### src/rtl/dff_pkg.sv
// Shared defaults and helpers for the D_flip_flop tap-select family.
// Imported by the tap delay line and its register stage.
package dff_pkg;

    localparam int DFF_WIDTH = 8;
    localparam int DFF_DEPTH = 4;

    // Width of a select that can address taps 0..depth.
    function automatic int sel_w(input int depth);
        return $clog2(depth + 1);
    endfunction

endpackage

### src/rtl/tap_delay_line_if.sv
// Data/tap-select bundle for the tap delay line.
// master drives the chain and select, slave returns tap and status.
interface tap_delay_line_if #(
    parameter int WIDTH = 8,
    parameter int SEL_W = 3
);

    logic             en;
    logic             flush;
    logic [WIDTH-1:0] din;
    logic             din_valid;
    logic [SEL_W-1:0] sel;
    logic [WIDTH-1:0] q;
    logic             q_valid;
    logic             sel_err;
    logic             full;
    logic             empty;

    modport master (
        output en, flush, din, din_valid, sel,
        input  q, q_valid, sel_err, full, empty
    );

    modport slave (
        input  en, flush, din, din_valid, sel,
        output q, q_valid, sel_err, full, empty
    );

endinterface

### src/rtl/dff_stage.sv
// One register stage: W bits with sync reset, flush and enable.
// Reset beats flush, flush beats enable.
module dff_stage #(
    parameter int W = 9
) (
    input  logic         clk,
    input  logic         reset,
    input  logic         flush,
    input  logic         en,
    input  logic [W-1:0] d,
    output logic [W-1:0] q
);

    logic [W-1:0] r_q;
    logic [W-1:0] r_d;

    // Next value: clear on flush, load on enable, otherwise hold.
    always_comb begin
        r_d = r_q;
        if (flush) begin
            r_d = '0;
        end else if (en) begin
            r_d = d;
        end
    end

    // Stage register with synchronous reset.
    always_ff @(posedge clk) begin
        if (reset) begin
            r_q <= '0;
        end else begin
            r_q <= r_d;
        end
    end

    assign q = r_q;

endmodule

### src/rtl/tap_delay_line.sv
// Parametrised DEPTH-stage delay line with runtime tap select.
// Define TAP_DELAY_OUTREG_EN to register q, q_valid and sel_err.
module tap_delay_line
    import dff_pkg::*;
#(
    parameter int WIDTH = DFF_WIDTH,
    parameter int DEPTH = DFF_DEPTH
) (
    input logic             clk,
    input logic             reset,
    tap_delay_line_if.slave bus
);

    localparam int SEL_W = sel_w(DEPTH);

    // tap[0] is the live input, tap[k] is the output of stage k.
    // The valid bit rides in the top bit of each word.
    logic [DEPTH:0][WIDTH:0] tap;
    logic [DEPTH-1:0]        vld;

    logic [WIDTH-1:0] mux_q;
    logic             mux_v;
    logic             mux_err;

    assign tap[0] = {bus.din_valid, bus.din};

    for (genvar k = 1; k <= DEPTH; k++) begin : g_stage
        dff_stage #(
            .W(WIDTH + 1)
        ) u_stage (
            .clk  (clk),
            .reset(reset),
            .flush(bus.flush),
            .en   (bus.en),
            .d    (tap[k-1]),
            .q    (tap[k])
        );
    end

    // Gather the per-stage valid bits for the status flags.
    always_comb begin
        vld = '0;
        for (int k = 1; k <= DEPTH; k++) begin
            vld[k-1] = tap[k][WIDTH];
        end
    end

    assign bus.full  = &vld;
    assign bus.empty = ~|vld;

    // Tap mux; out-of-range selects yield zero and flag an error.
    always_comb begin
        mux_q   = '0;
        mux_v   = 1'b0;
        mux_err = 1'b1;
        for (int k = 0; k <= DEPTH; k++) begin
            if (int'(bus.sel) == k) begin
                mux_q   = tap[k][WIDTH-1:0];
                mux_v   = tap[k][WIDTH];
                mux_err = 1'b0;
            end
        end
    end

`ifdef TAP_DELAY_OUTREG_EN
    logic [WIDTH-1:0] q_q;
    logic [WIDTH-1:0] q_d;
    logic             q_valid_q;
    logic             q_valid_d;
    logic             sel_err_q;
    logic             sel_err_d;

    // Output register follows the mux every cycle; flush clears it.
    always_comb begin
        q_d       = mux_q;
        q_valid_d = mux_v;
        sel_err_d = mux_err;
        if (bus.flush) begin
            q_d       = '0;
            q_valid_d = 1'b0;
            sel_err_d = 1'b0;
        end
    end

    // Output register with synchronous reset, independent of en.
    always_ff @(posedge clk) begin
        if (reset) begin
            q_q       <= '0;
            q_valid_q <= 1'b0;
            sel_err_q <= 1'b0;
        end else begin
            q_q       <= q_d;
            q_valid_q <= q_valid_d;
            sel_err_q <= sel_err_d;
        end
    end

    assign bus.q       = q_q;
    assign bus.q_valid = q_valid_q;
    assign bus.sel_err = sel_err_q;
`else
    assign bus.q       = mux_q;
    assign bus.q_valid = mux_v;
    assign bus.sel_err = mux_err;
`endif

endmodule

### src/flat_wrapper.sv
// flat-port wrapper written by rule: the top's interface ports become plain ports
module tap_delay_line_flat import dff_pkg::*;
#(
    parameter int WIDTH = DFF_WIDTH,
    parameter int DEPTH = DFF_DEPTH
)
  (clk, reset, bus_en, bus_flush, bus_din, bus_din_valid, bus_sel, bus_q, bus_q_valid, bus_sel_err, bus_full, bus_empty);
  tap_delay_line_if #(.WIDTH(WIDTH), .SEL_W((sel_w((4))))) bus_i ();
  input logic clk;
  input logic reset;
  input wire logic [$bits(bus_i.en)-1:0] bus_en;
  input wire logic [$bits(bus_i.flush)-1:0] bus_flush;
  input wire logic [$bits(bus_i.din)-1:0] bus_din;
  input wire logic [$bits(bus_i.din_valid)-1:0] bus_din_valid;
  input wire logic [$bits(bus_i.sel)-1:0] bus_sel;
  output wire logic [$bits(bus_i.q)-1:0] bus_q;
  output wire logic [$bits(bus_i.q_valid)-1:0] bus_q_valid;
  output wire logic [$bits(bus_i.sel_err)-1:0] bus_sel_err;
  output wire logic [$bits(bus_i.full)-1:0] bus_full;
  output wire logic [$bits(bus_i.empty)-1:0] bus_empty;
  assign bus_i.en = bus_en;
  assign bus_i.flush = bus_flush;
  assign bus_i.din = bus_din;
  assign bus_i.din_valid = bus_din_valid;
  assign bus_i.sel = bus_sel;
  assign bus_q = bus_i.q;
  assign bus_q_valid = bus_i.q_valid;
  assign bus_sel_err = bus_i.sel_err;
  assign bus_full = bus_i.full;
  assign bus_empty = bus_i.empty;
  tap_delay_line #(.WIDTH(WIDTH), .DEPTH(DEPTH)) u_core (.clk(clk), .reset(reset), .bus(bus_i));
endmodule
### config.mk
export PLATFORM = sky130hd
export DESIGN_NAME = tap_delay_line_flat
export DESIGN_NICKNAME = d
export VERILOG_FILES = /design/src/rtl/dff_pkg.sv /design/src/rtl/tap_delay_line_if.sv /design/src/rtl/dff_stage.sv /design/src/rtl/tap_delay_line.sv /design/src/flat_wrapper.sv
export SDC_FILE = /design/constraint.sdc
export NUM_CORES = 1
export LEC_CHECK = 0
export CAP_MARGIN = 20
export CORE_MARGIN = 3
export CORE_UTILIZATION = 35
export CTS_CLUSTER_DIAMETER = 200
export DETAILED_ROUTE_END_ITERATION = 10
export PLACE_DENSITY = 0.6
export SLEW_MARGIN = 20
export SYNTH_ARGS = -nofsm -noshare
export SYNTH_HDL_FRONTEND = slang
export SYNTH_SLANG_ARGS = --single-unit
### constraint.sdc
create_clock -name clk -period 1.97 [get_ports clk]
set_clock_uncertainty 0.1 [all_clocks]
set_input_delay 0.394 -clock clk [delete_from_list [all_inputs] [get_ports clk]]
set_output_delay 0.394 -clock clk [all_outputs]
set_load 0.02 [all_outputs]
==> impl.org, run 1 <==
** Route
- Iteration-0 DRC count of the detailed router :: 92
- Via Count :: roughly 1,400
- Vias/cell :: just under 5
- The pre-antenna-repair detailed-routing pass consisted of 4 iterations.
- The detail route stage leaves a number of antenna-violating nets equal to 0.
- For this run, design rule violations remaining after detail routing come to 0.
- Post-detailed-routing wire length :: between 3000 and 4000 um
- Wire per inst :: 14.2 um

** Logic synthesis
- Dominant combinational cell family by area after synthesis :: multiplexers
- Seq cells post-synth :: 36
- List of most frequent post-synthesis cells :: mux2i_1 (47), dfxtp_1 (36), nor2_1 (36)
- Proportion of synthesized area in mux cells :: 0.321
- Flip-flop cell with the highest count after synthesis :: dfxtp_1
- Synth Area in Compound Gates :: 0.101
- Of the total synthesized cell area, the portion taken by full adders, half adders and majority gates is 0.
- Of the post-synthesis cell area, the dominant cell type holds 0.403.
- Synthesis produced approximately 180 cells.
- Count of flip-flops with a built-in enable after synthesis :: 0
- A synthesized cell averages about 10 um^2.
- Share of async-settable or async-resettable flops after synthesis :: 0
- Count of distinct cell types in the synthesized netlist :: 22
- Synthesized-area fraction occupied by and/or/nand/nor cells :: 0.110
- In this run the cell area of the synthesized design comes to between 0.0015 and 0.002 mm^2.
- Yosys warnings :: 0
- Top area cells in the synthesized netlist :: dfxtp_1 (40%), mux2i_1 (26%), nor2_1 (7.5%)
- Of the total synthesized cell area, the portion taken by XOR and XNOR cells is 0.
- The share of the Yosys chip area taken by registers is 0.403.
- The number of nets handed over by synthesis was between 150 and 200.
- Most frequently used cell type in the post-synthesis netlist :: mux2i_1
- Summed over all instances, the cell type with the most area after synthesis is dfxtp_1.

** CTS
- TritonCTS sink count :: 36
- In this run, post-CTS hold repair placed 0 buffers.
- Clock latency on the worst-skew pair, taken at its later pin, is 0.28 ns.
- In this run, CTS created clock tree buffers numbering 5.
- Buffers added to address setup during post-CTS repair amount to 0.
- H-tree levels :: 2
- Clock-pin slew on the worst setup and hold paths :: roughly 0.07 ns
- The clock passes through at most 2 buffers.
- In this run the clock root is driven by a clkbuf_8.
- CTS tree :: done

** Outcome
- The flow ran to the end, and the final reports show no timing, DRC or antenna violations.

** Place
- Counting tap cells, the placed design contains a total of 268 instances.
- Buffers placed on the I/O ports in this run total 27.
- Timing analysis after detailed placement gives a worst setup slack of -0.902 ns.
- The congestion estimate from routability-driven global placement came to between 0.7 and 0.8.
- Detailed placement HPWL :: between 2000 and 3000 um

** Critical path
- Path type of the worst setup path :: in -> out
- Required time of the critical path :: between 1 and 1.5 ns
- R2R cell count :: 3
- Across all register-to-register paths, the minimum setup slack is approximately 1.1 ns.
- Worst reg2reg startpoint :: u_core.g_stage[3].u_stage.q[8]$_SDFFE_PP0P_
- Arrival time reported for the critical path endpoint :: around 1.4 ns
- The worst setup path is captured at an output port.
- End of the worst register-to-register path :: u_core.g_stage[3].u_stage.q[8]$_SDFFE_PP0P_
- CP startpoint :: bus_sel[0]
- STA classifies the critical path startpoint as an input pin.
- Critical path peak fanout :: 6
- Worst Setup EP :: bus_q_valid

** Power and ir drop
- Reported leakage power :: 0.00100 uW
- Design Power :: approximately 1500 uW
- Largest vdd supply drop :: between 0.3 and 0.4 mV
- Pwr/cell area :: 649 mW/mm^2

** Timing
- The final number of hold-violating endpoints was 0.
- Of the available clock period, the critical path in the final layout requires 0.981.
- At the pin with the least slew margin, the transition time is approximately 0.42 ns.
- Max Transition Viols Final :: 0
- Setup slack closes at between 0.03 and 0.04 ns.
- Setup repair after global routing left no endpoint under its margin.
- Fmax :: 518 MHz
- Tmin final :: about 1.9 ns
- Worst slew margin :: 0.720
- Setup violations remaining at the end of the flow were counted as 0.

** Global route
- The via count of the first global-routing pass came to 1,394.
- Overall overflow remaining after global route :: 0
- Number of antenna violations at the first check in global routing :: 0
- Entering global routing, the biggest net connects 37 pins.
- Overall track demand over capacity in global routing :: 0.142
- The first global-routing pass estimated roughly 6800 um of wire.

** Cells and area
- Number of flip-flops under the largest register name :: 36
- Antenna fix cells :: 0
- After the flow finishes, the layout carries non-filler instances totaling 278.
- The area growth from synthesis to layout is 28.9%.
- At the end of the flow, the number of nets in the layout was around 230.
- The layout has 462 filler cells.
- Fraction of final layout cells sized beyond drive strength 1 :: 0.223

** Die
- Number of standard-cell rows in the floorplan :: 25
- DIE WIDTH :: between 70 and 80 um
- The die is between 70 and 80 um tall.
- The floorplan step defined a core boundary enclosing roughly 0.0048 mm^2.
- The floorplan step defined a die boundary enclosing around 0.006 mm^2.
- Top-level port count :: 28
- Starting Density :: 0.369

** Job
- Number of maximum-capacitance violations :: 0

** Worst hold path
- The min-delay analysis places its worst path in the category in -> reg.
routing by layer:
layer,part of all wire,wire (um),global-route usage,vias to the layer above
li1,-,-,-,691
met1,0.50,1970,0.194,631
met2,0.44,1740,0.205,30
met3,0.036,143,0.0313,8
met4,0.021,81,0.0801,0
met5,0,0,0,-
cell usage in the layout (no fill, tap or decap):
cell,instances
or2_1,1
buf_6,4
clkdlybuf4s50_1,4
clkbuf_2,1
buf_2,7
mux2_4,7
o32ai_2,2
dlymetal6s2s_1,1
and2b_2,1
a221o_1,7
nand2_4,1
o32ai_1,5
clkbuf_8,6
clkbuf_1,2
and4_1,1
nor2b_4,1
or2_4,1
dlygate4sd2_1,9
o2bb2ai_1,2
o21ai_1,2
buf_4,10
nor4_1,1
mux2i_1,47
o21a_1,3
dfxtp_1,36
buf_16,2
inv_1,7
nor2_1,36
buf_12,3
nor2b_2,1
worst min-delay path by stage:
stage | start | endpoint | slack, ns | cells past startpoint
after global routing | bus_din_valid | u_core.g_stage[1].u_stage.q[8]$_SDFFE_PP0P_ | 0.36 | 3
after global placement | u_core.g_stage[4].u_stage.q[4]$_SDFFE_PP0P_ | u_core.g_stage[4].u_stage.q[4]$_SDFFE_PP0P_ | 0.37 | 2
final | bus_din_valid | u_core.g_stage[1].u_stage.q[8]$_SDFFE_PP0P_ | 0.34 | 3
after floorplan | u_core.g_stage[4].u_stage.q[0]$_SDFFE_PP0P_ | u_core.g_stage[4].u_stage.q[0]$_SDFFE_PP0P_ | 0.36 | 2
after CTS | bus_din[5] | u_core.g_stage[1].u_stage.q[5]$_SDFFE_PP0P_ | 0.40 | 3
after detailed placement | u_core.g_stage[4].u_stage.q[1]$_SDFFE_PP0P_ | u_core.g_stage[4].u_stage.q[1]$_SDFFE_PP0P_ | 0.39 | 2
stage by stage:
stage	setup TNS, ns	utilization	hold WS, ns	cell area (um^2)
final	0	0.476	0.337	2310
after global routing	0	0.476	0.364	2310
after CTS	-0.0406	0.476	0.397	2310
after detailed placement	-7.87	0.449	0.390	2180
after global placement	-7.78	0.449	0.373	2180
after floorplan	0	-	0.361	1790
area by class of cell:
type / count / area [um^2] / area share
Multi-Input combinational cell: 119 / 980 / 0.425
Inverter: 7 / 26.3 / 0.0114
Tap cell: 67 / 83.8 / 0.0363
Clock buffer: 8 / 90.1 / 0.0390
Timing Repair Buffer: 41 / 407 / 0.176
Sequential cell: 36 / 721 / 0.312
report_power, final:
group	switching (uW)	internal, uW	leakage, uW
clock	254	285	0.0000455
sequential	6.16	735	0.000291
combinational	108	109	0.000668
total	368	1130	0.00100
cell families after synthesis:
group,after synthesis
AOI/OAI and AO/OA,21
buffers and inverters,22
DFF,36
muxes,54
and+or+nand+nor,44
what timing repair did:
item	CTS	global route
gates resized for setup	70	5
endpoints found under the setup margin	12	8
pin swaps	3	2
gates cloned	2	0
worst max-delay path, cell delays in order:
cell,delay (ns)
buf_6,0.12
buf_12,0.13
mux2_4,0.29
a221o_1,0.33
buf_4,0.16
(Power assumes the default switching activity.)
==> run 2, diff against run 1 <==
--- a/config.mk
+++ b/config.mk
@@ -8,9 +8,10 @@
 export CAP_MARGIN = 20
 export CORE_MARGIN = 3
 export CORE_UTILIZATION = 35
-export CTS_CLUSTER_DIAMETER = 200
+export CTS_CLUSTER_DIAMETER = 50
 export DETAILED_ROUTE_END_ITERATION = 10
-export PLACE_DENSITY = 0.6
+export DONT_BUFFER_PORTS = 1
+export PLACE_DENSITY = 0.53
 export SLEW_MARGIN = 20
 export SYNTH_ARGS = -nofsm -noshare
 export SYNTH_HDL_FRONTEND = slang
==> run 2 against run 1 <==
- clock-buffer cell count decreased by 1
- critical path depth decreased by 2
- maximum frequency increased by 4.7%
- power increased by 3.4%
- global-route usage decreased by 0.90 points
- flip-flop and latch count unchanged
- via count decreased by 12%
- cell count decreased by 14%
- sequential power about the same
- non-clock buffer count decreased by 39
- worst setup slack improved by 0.086 ns
- hold slack got worse by 0.18 ns
==> impl.org, run 2 (synthesis gave the netlist of run 1 again) <==
** Power and ir drop
- Of the total power, the share spent switching nets is 0.204.
- Flop pwr share :: 0.479
- Power share of the combinational group :: 0.066
- Reported leakage power :: between 0.0007 and 0.0008 uW
- Largest vdd supply drop :: roughly 0.33 mV
- Summed over all nets, the switching power comes to about 320 uW.
- Internal Power :: about 1200 uW
- Pwr/cell area :: slightly above 800 mW/mm^2
- Of the total power, the clock network draws 0.455.

** Timing
- Setup repair after global routing left no endpoint under its margin.
- Setup tns final :: 0 ns
- Max Transition Viols Final :: 0
- At the pin with the least slew margin, the transition time is between 0.3 and 0.4 ns.
- Headroom to the max-slew limit came out at 0.765.
- Final hold viol count :: 0
- Setup violation total in the final timing report :: 0
- Part of the cycle the worst path needs :: 0.937
- Tmin final :: approximately 1.8 ns
- Fmax :: between 500 and 600 MHz

** Cells and area
- Fraction of final layout cells sized beyond drive strength 1 :: 0.110
- Final cell utilization of the core :: 0.397
- Growth of design area from synthesis to finish :: 7.55%
- The register with the most flip-flops in the layout has 36 of them.
- Post-layout instance area :: around 0.0019 mm^2
- Antenna fix cells :: 0
- At the end of the flow, the number of nets in the layout was between 150 and 200.
- Most used cells in the layout excluding fill and tap cells :: mux2i_1 (47), nor2_1 (36), dfxtp_1 (36)
- Commonest non-fill, non-tap cell in the layout :: mux2i_1

** CTS
- Total clock buffers created by CTS :: 5
- In this run, post-CTS repair resized a total of 0 instances.
- H-tree levels :: 2
- For the worst-skew pair, the clock arrives at the later sink with an insertion delay of roughly 0.29 ns.
- Clock-pin slew on the worst setup and hold paths :: around 0.070 ns
- TritonCTS built the clock tree.
- The tree is rooted in a clkbuf_8.
- In this run the post-CTS setup repair buffer count came out at 0.
- The clock passes through at most 2 buffers.
- Hold Buf Count CTS :: 0
- TritonCTS sink count :: 36

** Critical path
- The number of buffers and inverters on the critical path is 1.
- The worst setup path is launched from a flip-flop.
- Arrival time reported for the critical path endpoint :: roughly 1.4 ns
- Maximum single-stage delay on the critical path :: around 0.38 ns
- Data on the critical path is required at its endpoint by between 1 and 1.5 ns.
- On the critical path the largest part of the delay comes from compound AO/OA/AOI/OAI gates.
- The signal on the critical path passes through inv_1 > o32ai_1 > a221o_1.
- STA classifies the critical path endpoint as an output port.
- Path type of the worst setup path :: reg -> out
- Cell with the biggest individual delay on the critical path :: dfxtp_1
- Critical path peak fanout :: 4

** Global route
- Summed over all layers, the global routing overflow is 0.
- Via count of the first global-routing pass :: between 1,000 and 1,500
- The first global-routing pass estimated roughly 6300 um of wire.
- Overall track demand over capacity in global routing :: 0.133
- The number of antenna violations at the first check in global routing was 0.
- Entering global routing, the biggest net connects 37 pins.

** Route
- Vias/cell :: approximately 5
- After detailed routing, the average wire length per cell comes to ~16 um.
- After detailed routing, the number of remaining DRC violations is 0.
- The first detailed-routing pass ran for 4 iterations.
- The count of nets left with antenna violations once routing finished came out at 0.
- For this block, the via count after detailed routing is around 1,200.
- Summed over all layers, the routed wires come to between 3000 and 4000 um.
- In this run, the number of DRC markers left after iteration 0 of detailed routing was ~50.

** Job
- Number of maximum-capacitance violations :: 0

** Die
- Number of standard-cell rows in the floorplan :: 25
- Measured along the x axis, the die boundary spans 77.5 um.
- Die area :: 0.00601 mm^2
- Core Footprint :: around 0.0048 mm^2
- Starting Density :: 0.369
- 28 I/O pins were placed.
- Die Span Y :: approximately 78 um

** Place
- Detailed placement HPWL :: ~2600 um
- Port Buffers :: 0
- Cell area reported after detailed placement :: 0.00180 mm^2
- Final weighted congestion in routability-driven placement :: ~0.76

** Outcome
- Run status :: finished clean

** Worst hold path
- Type of the worst min-delay path :: in -> reg
-- run 2: changes by cell type in the layout (fill, tap and decap cells not counted), moves of 2 or more --
cell,delta
buf_4,-8
clkdlybuf4s50_1,-4
buf_6,-4
buf_2,-7
o32ai_1,+2
o32ai_2,-2
clkbuf_1,-2
buf_12,-3
buf_16,-2
dlygate4sd2_1,-9
-- run 2: through the flow --
stage	hold WS, ns	setup slack, ns	cells	total power, uW
6_report	0.161	0.124	239	1550
3_5_place_dp	0.401	0.299	231	862
3_3_place_gp	0.374	0.300	231	861
5_1_grt	0.154	0.0366	239	1610
2_1_floorplan	0.361	0.216	177	883
4_1_cts	0.157	0.121	239	1560
-- run 2: power by group through the flow --
stage	Combinational, uW	Sequential, uW	Clock [uW]
2_1_floorplan	127	757	0
3_5_place_dp	103	759	0
3_3_place_gp	103	758	0
5_1_grt	111	743	758
4_1_cts	104	742	718
6_report	102	742	705
-- run 2: area by class of cell --
class	count	area (um^2)
Fill cell	478	2920
Multi-Input combinational cell	119	953
Sequential cell	36	721
Clock buffer	7	96.3
Tap cell	67	83.8
Clock inverter	1	30.0
Inverter	7	26.3
Timing Repair Buffer	2	15.0
-- run 2: final timing paths --
check | from | end | slack (ns) | cells past startpoint
worst max-delay path | u_core.g_stage[3].u_stage.q[1]$_SDFFE_PP0P_ | bus_q[1] | 0.12 | 3
worst min-delay path | bus_din[0] | u_core.g_stage[1].u_stage.q[0]$_SDFFE_PP0P_ | 0.16 | 2
worst max register to register | u_core.g_stage[3].u_stage.q[8]$_SDFFE_PP0P_ | u_core.g_stage[4].u_stage.q[8]$_SDFFE_PP0P_ | 1.20 | 2
worst min register to register | u_core.g_stage[4].u_stage.q[7]$_SDFFE_PP0P_ | u_core.g_stage[4].u_stage.q[7]$_SDFFE_PP0P_ | 0.42 | 2
-- run 2: worst reg2reg max path, cell delays in order (launching register included) --
cell	delay (ns)
dfxtp_1	0.36
mux2i_1	0.15
nor2_1	0.05
-- run 2: metal layers --
metal,up-vias,GRT usage,share of wire
met4,0,0.0463,0.018
met2,27,0.186,0.41
met5,-,0,0
met3,9,0.0742,0.084
met1,550,0.171,0.49
li1,612,-,-
